**config.mk**
```make
export PLATFORM = sky130hd
export DESIGN_NAME = pass_lock_ctrl
export DESIGN_NICKNAME = d
export VERILOG_FILES = /design/src/rtl/pass_lock_ctrl.sv
export SDC_FILE = /design/constraint.sdc
export NUM_CORES = 1
export LEC_CHECK = 0
export CORE_UTILIZATION = 48
export DETAILED_ROUTE_END_ITERATION = 12
export GPL_TIMING_DRIVEN = 0
export PLACE_DENSITY = 0.75
export SYNTH_ARGS = -nofsm -noshare
export SYNTH_HDL_FRONTEND = slang
export SYNTH_SLANG_ARGS = --single-unit
```
**constraint.sdc**
```tcl
create_clock -name clk -period 1.6 [get_ports clk]
set_input_delay 0.16 -clock clk [delete_from_list [all_inputs] [get_ports clk]]
set_output_delay 0.16 -clock clk [all_outputs]
set_load 0.01 [all_outputs]
```
**src/rtl/pass_lock_ctrl.sv**
```systemverilog
// Password lock controller: edge-triggered confirm/change requests, timed
// open session, and a timed lockout after repeated failed confirms.
module pass_lock_ctrl #(
  parameter int DIGITS = 4,
  parameter int DIGIT_W = 4,
  parameter logic [DIGITS*DIGIT_W-1:0] DEFAULT_PASS = 16'h4781,
  parameter int MAX_TRIES = 3,
  parameter int LOCK_CYCLES = 20,
  parameter int UNLOCK_CYCLES = 50
) (
  input  logic                               clk,
  input  logic                               rst,
  input  logic                               confirmPass,
  input  logic                               changePass,
  input  logic [DIGITS*DIGIT_W-1:0]          password,
  output logic                               right,
  output logic                               error,
  output logic                               locked,
  output logic                               changed,
  output logic [$clog2(MAX_TRIES+1)-1:0]     fail_cnt
);

  localparam int PW   = DIGITS * DIGIT_W;
  localparam int FW   = $clog2(MAX_TRIES + 1);
  localparam int TMAX = (UNLOCK_CYCLES > LOCK_CYCLES) ? UNLOCK_CYCLES : LOCK_CYCLES;
  localparam int TW   = $clog2(TMAX + 1);

  typedef enum logic [1:0] {
    ST_IDLE,
    ST_OPEN,
    ST_LOCKED
  } state_t;

  state_t          state_reg, state_next;
  logic [PW-1:0]   pass_reg, pass_next;
  logic [TW-1:0]   timer_reg, timer_next;
  logic [FW-1:0]   fail_reg, fail_next;
  logic            right_reg, right_next;
  logic            error_reg, error_next;
  logic            locked_reg, locked_next;
  logic            changed_reg, changed_next;
  logic            conf_d_reg, chg_d_reg, armed_reg;

  logic            conf_rise, chg_rise, match;
  logic [FW-1:0]   fail_inc;
  logic [DIGITS-1:0] digit_eq;

  // armed_reg blocks the first edge after reset release, so a level held
  // high across release is absorbed into the edge history, not taken as a request.
  always_ff @(posedge clk or negedge rst) begin
    if (!rst) begin
      conf_d_reg <= 1'b0;
      chg_d_reg  <= 1'b0;
      armed_reg  <= 1'b0;
    end else begin
      conf_d_reg <= confirmPass;
      chg_d_reg  <= changePass;
      armed_reg  <= 1'b1;
    end
  end

  assign conf_rise = armed_reg & confirmPass & ~conf_d_reg;
  // Confirm wins when both requests rise together.
  assign chg_rise  = armed_reg & changePass & ~chg_d_reg & ~conf_rise;

  generate
    for (genvar gi = 0; gi < DIGITS; gi++) begin : g_digit
      assign digit_eq[gi] = (password[gi*DIGIT_W +: DIGIT_W] == pass_reg[gi*DIGIT_W +: DIGIT_W]);
    end
  endgenerate

  assign match    = &digit_eq;
  assign fail_inc = (fail_reg == FW'(MAX_TRIES)) ? fail_reg : fail_reg + FW'(1);

  always_comb begin
    state_next   = state_reg;
    pass_next    = pass_reg;
    timer_next   = timer_reg;
    fail_next    = fail_reg;
    right_next   = right_reg;
    error_next   = error_reg;
    locked_next  = locked_reg;
    changed_next = 1'b0;

    case (state_reg)
      ST_LOCKED: begin
        right_next = 1'b0;
        error_next = 1'b1;
        if (timer_reg <= TW'(1)) begin
          state_next  = ST_IDLE;
          timer_next  = '0;
          locked_next = 1'b0;
          error_next  = 1'b0;
          fail_next   = '0;
        end else begin
          timer_next = timer_reg - TW'(1);
        end
      end

      default: begin
        if (conf_rise) begin
          if (match) begin
            state_next = ST_OPEN;
            right_next = 1'b1;
            error_next = 1'b0;
            fail_next  = '0;
            timer_next = TW'(UNLOCK_CYCLES);
          end else begin
            fail_next  = fail_inc;
            right_next = 1'b0;
            error_next = 1'b1;
            if (fail_inc == FW'(MAX_TRIES)) begin
              state_next  = ST_LOCKED;
              locked_next = 1'b1;
              timer_next  = TW'(LOCK_CYCLES);
            end else begin
              state_next = ST_IDLE;
              timer_next = '0;
            end
          end
        end else if (chg_rise) begin
          if (state_reg == ST_OPEN) begin
            pass_next    = password;
            changed_next = 1'b1;
            state_next   = ST_IDLE;
            right_next   = 1'b0;
            error_next   = 1'b0;
            timer_next   = '0;
          end else begin
            error_next = 1'b1;
          end
        end else if (state_reg == ST_OPEN) begin
          if (timer_reg <= TW'(1)) begin
            state_next = ST_IDLE;
            right_next = 1'b0;
            timer_next = '0;
          end else begin
            timer_next = timer_reg - TW'(1);
          end
        end
      end
    endcase
  end

  always_ff @(posedge clk or negedge rst) begin
    if (!rst) begin
      state_reg   <= ST_IDLE;
      pass_reg    <= DEFAULT_PASS;
      timer_reg   <= '0;
      fail_reg    <= '0;
      right_reg   <= 1'b0;
      error_reg   <= 1'b0;
      locked_reg  <= 1'b0;
      changed_reg <= 1'b0;
    end else begin
      state_reg   <= state_next;
      pass_reg    <= pass_next;
      timer_reg   <= timer_next;
      fail_reg    <= fail_next;
      right_reg   <= right_next;
      error_reg   <= error_next;
      locked_reg  <= locked_next;
      changed_reg <= changed_next;
    end
  end

  assign right    = right_reg;
  assign error    = error_reg;
  assign locked   = locked_reg;
  assign changed  = changed_reg;
  assign fail_cnt = fail_reg;

endmodule

```
# Word level (Yosys, flattened, before mapping)
# Cells that the tools add are included.
[word_totals] reg_bits=33 output_inout_bits=6 word_cells=85
[op_classes] addsub=2 order_cmp=1 n_eq_ne=10 muxes=42 bitwise=9 reduce_logical=10
[op_table] operator="$mux 6" n=7
[op_table] operator="$mux 2" n=13
[op_table] operator="$mux 1" n=21
[op_table] operator="$eq 4x4->1" n=4
[op_table] operator="$reduce_and 4->1" n=3
[op_table] operator="$eq 2x2->1 const B" n=3
[op_table] operator="$le 6x1->1 const B" n=1
[op_table] operator="$reduce_bool 3->1" n=2
[op_table] operator="$sub 6x1->6 const B" n=1
[op_table] operator="$and 1x1->1" n=5
[op_table] operator="$mux 5" n=1
[op_table] operator="$not 1->1" n=4
[op_table] operator="$reduce_and 2->1" n=2
[op_table] operator="$reduce_bool 2->1" n=2
[op_table] operator="$reduce_bool 4->1" n=1
[op_table] operator="$add 2x1->2 const B" n=1
[op_table] operator="$eq 2x1->1 const B" n=1
[op_table] operator="$ne 2x1->1 const B" n=1
[op_table] operator="$ne 2x2->1 const B" n=1

# Longest topological paths before layout
[logic_depth] word_depth=7 ltp_mapped=7

# Worst setup path before layout
# No wires, ideal clock.
[synth_path] path_kind="reg-to-reg" start="register pass_reg[0]" end="register error_reg, in the netlist error" t_arrival_ns=1.436 required_time_ns=1.480 setup_slack_ns=0.044 stages_incl_launch_ff=6 path_buffers=0 period_less_slack_ns=1.556 path_cell_list="dfstp_2 -> xnor2_1 -> nand4_1 -> nor4_4 -> nand2_1 -> and3_1"
[synth_between] elab_chain_cells=5
[synth_lines] element="start: declaration" line="35" text="logic [PW-1:0] pass_reg, pass_next;"
[synth_lines] element="start signal: assignment" line="157" text="pass_reg <= pass_next;"
[synth_lines] element="$eq 4x4->1" line="68" text="assign digit_eq[gi] = (password[gi*DIGIT_W +: DIGIT_W] == pass_reg[gi*DIGIT_W +: DIGIT_W]);"
[synth_lines] element="$reduce_and 4->1" line="72" text="assign match = &digit_eq;"
[synth_lines] element="$mux 1" line="102" text="if (match) begin"
[synth_lines] element="$mux 1" line="101" text="if (conf_rise) begin"
[synth_lines] element="$mux 1" line="85" text="case (state_reg)"
[synth_lines] element="end signal: assignment" line="161" text="error_reg <= error_next;"
[synth_lines] element="end: declaration" line="39" text="logic error_reg, error_next;"
# No other way between the ends.
# A chain may end at the register's enable or synchronous reset.

# Worst setup path in the final report
# Same ends and word-level chain as after synthesis.

==> flow_summary_export.csv <==
group,metric,value,unit
clocking,cts.reportedPaths.clkPinSlew,0.10,ns
sta,layout_setup_ws,-0.0619,ns
final_layout,layout.cells.most_common_list,"24 x sky130_fd_sc_hd__clkdlybuf4s50_1, 23 x sky130_fd_sc_hd__dfrtp_1, 17 x sky130_fd_sc_hd__xnor2_1, 13 x sky130_fd_sc_hd__buf_4, 10 x sky130_fd_sc_hd__nand2_1",
yosys,post_synth_instance_area,0.00173,mm²
sta,grt_setup_unrepaired,"yes",
die,die_height,62.0,µm
yosys,postSynthAreaPerCell,11.7,µm²
yosys,yosys_register_bits,33,
global_route,grt_max_degree,34,
routing,post-route-drc-count,0,
clocking,clock_insertion_delay_worst_skew,0.34,ns
placement,finalWeightedCongestion,0.820,
worst_setup_path,worstSetupEndpointType,"flip-flop",
global_route,globalRoute.totalOverflow,0,
power_and_ir_drop,power_frac_seq,39.8,%
worst_setup_path,crit_path_max_fanout,4,
die,initial_utilization,50.9,%
final_layout,final.fill_count,256,
power_and_ir_drop,netSwitchingPower,1.03,mW
power_and_ir_drop,irDropWorstVdd,0.000778,V
worst_setup_path,regToRegEndpoint,"error",
sta,worst_pin_slew,0.726,ns
worst_setup_path,crit_path_start_kind,"flip-flop",
die,floorplan_die_area,0.00384,mm²
yosys,ys_async_rst_share,100,%
sta,timing.final.max_slew_violations,0,
worst_setup_path,required,1.83,ns
yosys,synthDominantCellAreaShare,39.1,%
sta,worst_slew_margin_rel,51.6,%
hold_path,min_from,"changePass",
yosys,synth.net_count,170,
global_route,groute.usage.overall,20.9,%
clocking,cts_tree,"done",
yosys,synthFlopType,"sky130_fd_sc_hd__dfrtp_1",
yosys,postSynthCellCount,148,
clocking,cts_htree_levels,2,
yosys,post_synth_edffs,0,
power_and_ir_drop,combPwrFrac,41.5,%
power_and_ir_drop,cellPowerDensity,1250,mW/mm²
routing,drt-pass1-iter-count,4,
worst_setup_path,setup.reg_to_reg.worst_slack,-0.06,ns
yosys,netlist_top_cells_area,"sky130_fd_sc_hd__dfrtp_1 39%, sky130_fd_sc_hd__xnor2_1 9.6%, sky130_fd_sc_hd__dfstp_2 9.1%",
routing,routedWlPerCell,15.3,µm
placement,placedCellCount,219,
final_layout,design_area,0.00233,mm²
sta,setup_total_negative_slack,-0.340,ns
power_and_ir_drop,cell_internal_pwr,1.87,mW
sta,whs,0.335,ns
global_route,first_pass_grt_wire_length,5580,µm
placement,placement.cell_area,0.00203,mm²
placement,detailedPlacementHpwl,2360,µm
hold_path,min-delay-path-class,"in2reg",
final_layout,areaGrowthSynthToFinish,34.9,%
clocking,cts_inserted_buffers,5,
final_layout,num-nets-final,217,
die,num_io_pins,26,
routing,total_wirelength_of_the_detailed_routed_design,3700,µm
placement,numPortBuffers,25,
worst_setup_path,ff2ff_path_depth,5,
final_layout,largest_register_ff_count,16,
yosys,post-synth-top-area-cell,"sky130_fd_sc_hd__dfrtp_1",
worst_setup_path,worst_ep_arrival_time,1.90,ns
sta,fin_skew,0.0118,ns
power_and_ir_drop,reported_leakage_power,0.994,nW
global_route,antenna_found_initial,0,
clocking,cts_root_buffer,"sky130_fd_sc_hd__clkbuf_4",
hold_path,worstHoldPathCells,1,
flow_run,maxCapViolCount,0,
run_status,violations,"setup timing",
die,die_width,62.0,µm
sta,setup_viol,10,
final_layout,final_layout_size_suffix_gt1_share,37.8,%
sta,post-route-period-util,104,%
sta,final_count_of_hold_timing_violations,0,
sta,max_clock_freq,0.602,GHz
yosys,synth_cell_types,35,
worst_setup_path,path_class,"reg2reg",
hold_path,min_to,"chg_d_reg",
run_status,outcome,"finished with violations",
die,core_area,0.00339,mm²
worst_setup_path,r2r_start,"pass_reg[0]",
routing,drt.antenna.violating_nets,0,
sta,min_period,1.66,ns
yosys,synth_warnings,0,
routing,detailroute.via_count,1287,
final_layout,antenna_cells_inserted,0,
final_layout,layout.cells.most_common,"sky130_fd_sc_hd__clkdlybuf4s50_1",
die,num_rows,21,
routing,detail_route.iter0.violations,63,
global_route,first_global_vias,1298,
power_and_ir_drop,power_switching_share,35.5,%
power_and_ir_drop,clock_power_share,18.7,%
yosys,yosysSeqAreaShare,48.3,%
clocking,tritoncts_sink_count,33,
final_layout,layoutNonFillerInstCount,242,
clocking,clockBufferDepth,2,
routing,viasPerCell,5.32,
## logic make-up after synthesis
group | after synthesis | share of synthesized area [%]
other cells | 1 | 0.217
simple gates | 45 | 17.5
mux | 16 | 12.4
xor+xnor | 19 | 9.64
flops | 33 | 48.3
fa+ha+maj | 2 | 1.45
compound gates | 23 | 7.68
buf+inv | 9 | 2.83
## worst max-delay path by stage
stage / cells after the start / endpoint / startpoint / slack (ns)
6_report: 5 / error / pass_reg[0] / -0.06
3_3_place_gp: 6 / error / password[0] / -0.30
3_5_place_dp: 6 / error / password[15] / -0.34
5_1_grt: 5 / error / pass_reg[0] / -0.12
4_1_cts: 5 / error / pass_reg[9] / -0.07
2_1_floorplan: 5 / error / pass_reg[0] / 0.04
## Yosys cell counts (2+ instances only)
cell type                 count
sky130_fd_sc_hd__dfrtp_1     27
sky130_fd_sc_hd__nor3_4       2
sky130_fd_sc_hd__and3_1       2
sky130_fd_sc_hd__a21o_1       2
sky130_fd_sc_hd__buf_6        2
sky130_fd_sc_hd__o21ai_1      5
sky130_fd_sc_hd__inv_1        7
sky130_fd_sc_hd__ha_1         2
sky130_fd_sc_hd__nand4_1      5
sky130_fd_sc_hd__nor4_2       2
sky130_fd_sc_hd__nor2_1       8
sky130_fd_sc_hd__dfstp_2      6
sky130_fd_sc_hd__o22ai_1      2
sky130_fd_sc_hd__a21oi_1      5
sky130_fd_sc_hd__and3b_1      2
sky130_fd_sc_hd__o21ai_0      5
sky130_fd_sc_hd__mux2_4       9
sky130_fd_sc_hd__nand2_1     14
sky130_fd_sc_hd__mux2_1       7
sky130_fd_sc_hd__xnor2_1     19
## power by group through the flow
| stage | Clock (mW) | Combinational (mW) | Sequential, mW |
|---|---|---|---|
| global placement | 0 | 0.788 | 1.16 |
| global route | 0.603 | 1.31 | 1.17 |
| floorplan | 0 | 0.539 | 1.16 |
| finish | 0.544 | 1.20 | 1.16 |
| CTS | 0.555 | 0.939 | 1.16 |
| detailed placement | 0 | 0.813 | 1.18 |
## critical path: stages, from the launching register on
cell,delay (ns)
sky130_fd_sc_hd__dfstp_2,0.56
sky130_fd_sc_hd__xnor2_2,0.10
sky130_fd_sc_hd__nand4_1,0.17
sky130_fd_sc_hd__nor4_4,0.42
sky130_fd_sc_hd__nand2_2,0.13
sky130_fd_sc_hd__and3_4,0.18
## timing repair
| item | 4_1_cts | 5_1_grt |
|---|---|---|
| gates resized for setup | 17 | 14 |
| pin swaps | 5 | 8 |
| setup endpoints to repair | 20 | 21 |
| hold buffers | 1 | 0 |
| buffers inserted | 8 | 7 |
| hold endpoints to repair | 27 | 0 |
## metrics by stage
step,power [mW],setup slack [ns],util [%]
after floorplan,1.70,0.0442,-
after global placement,1.95,-0.299,60.0
after detailed placement,1.99,-0.341,59.9
after CTS,2.65,-0.0744,65.9
after global routing,3.08,-0.119,68.7
final,2.90,-0.0619,68.7
## cell type report
cell class              instances  area, µm²  area share (%)
multi-input cells             106        951            40.8
flip-flops and latches         33        838            36.0
inverters                       7       26.3            1.13
plain buffers                   1       11.3           0.483
well taps                      46       57.6            2.47
clock buffers                   7       65.1            2.79
clock inverters                 1       5.00           0.215
repair buffers                 41        375            16.1
## metal layers
layer / vias up / wire [µm] / global-route usage [%]
met5: - / 0 / 0
met3: 9 / 139 / 6.42
met4: 0 / 77 / 10.5
met2: 30 / 1920 / 35.4
li1: 612 / - / -
met1: 636 / 1560 / 23.7
Note: power is estimated with default switching activity, not from simulation.
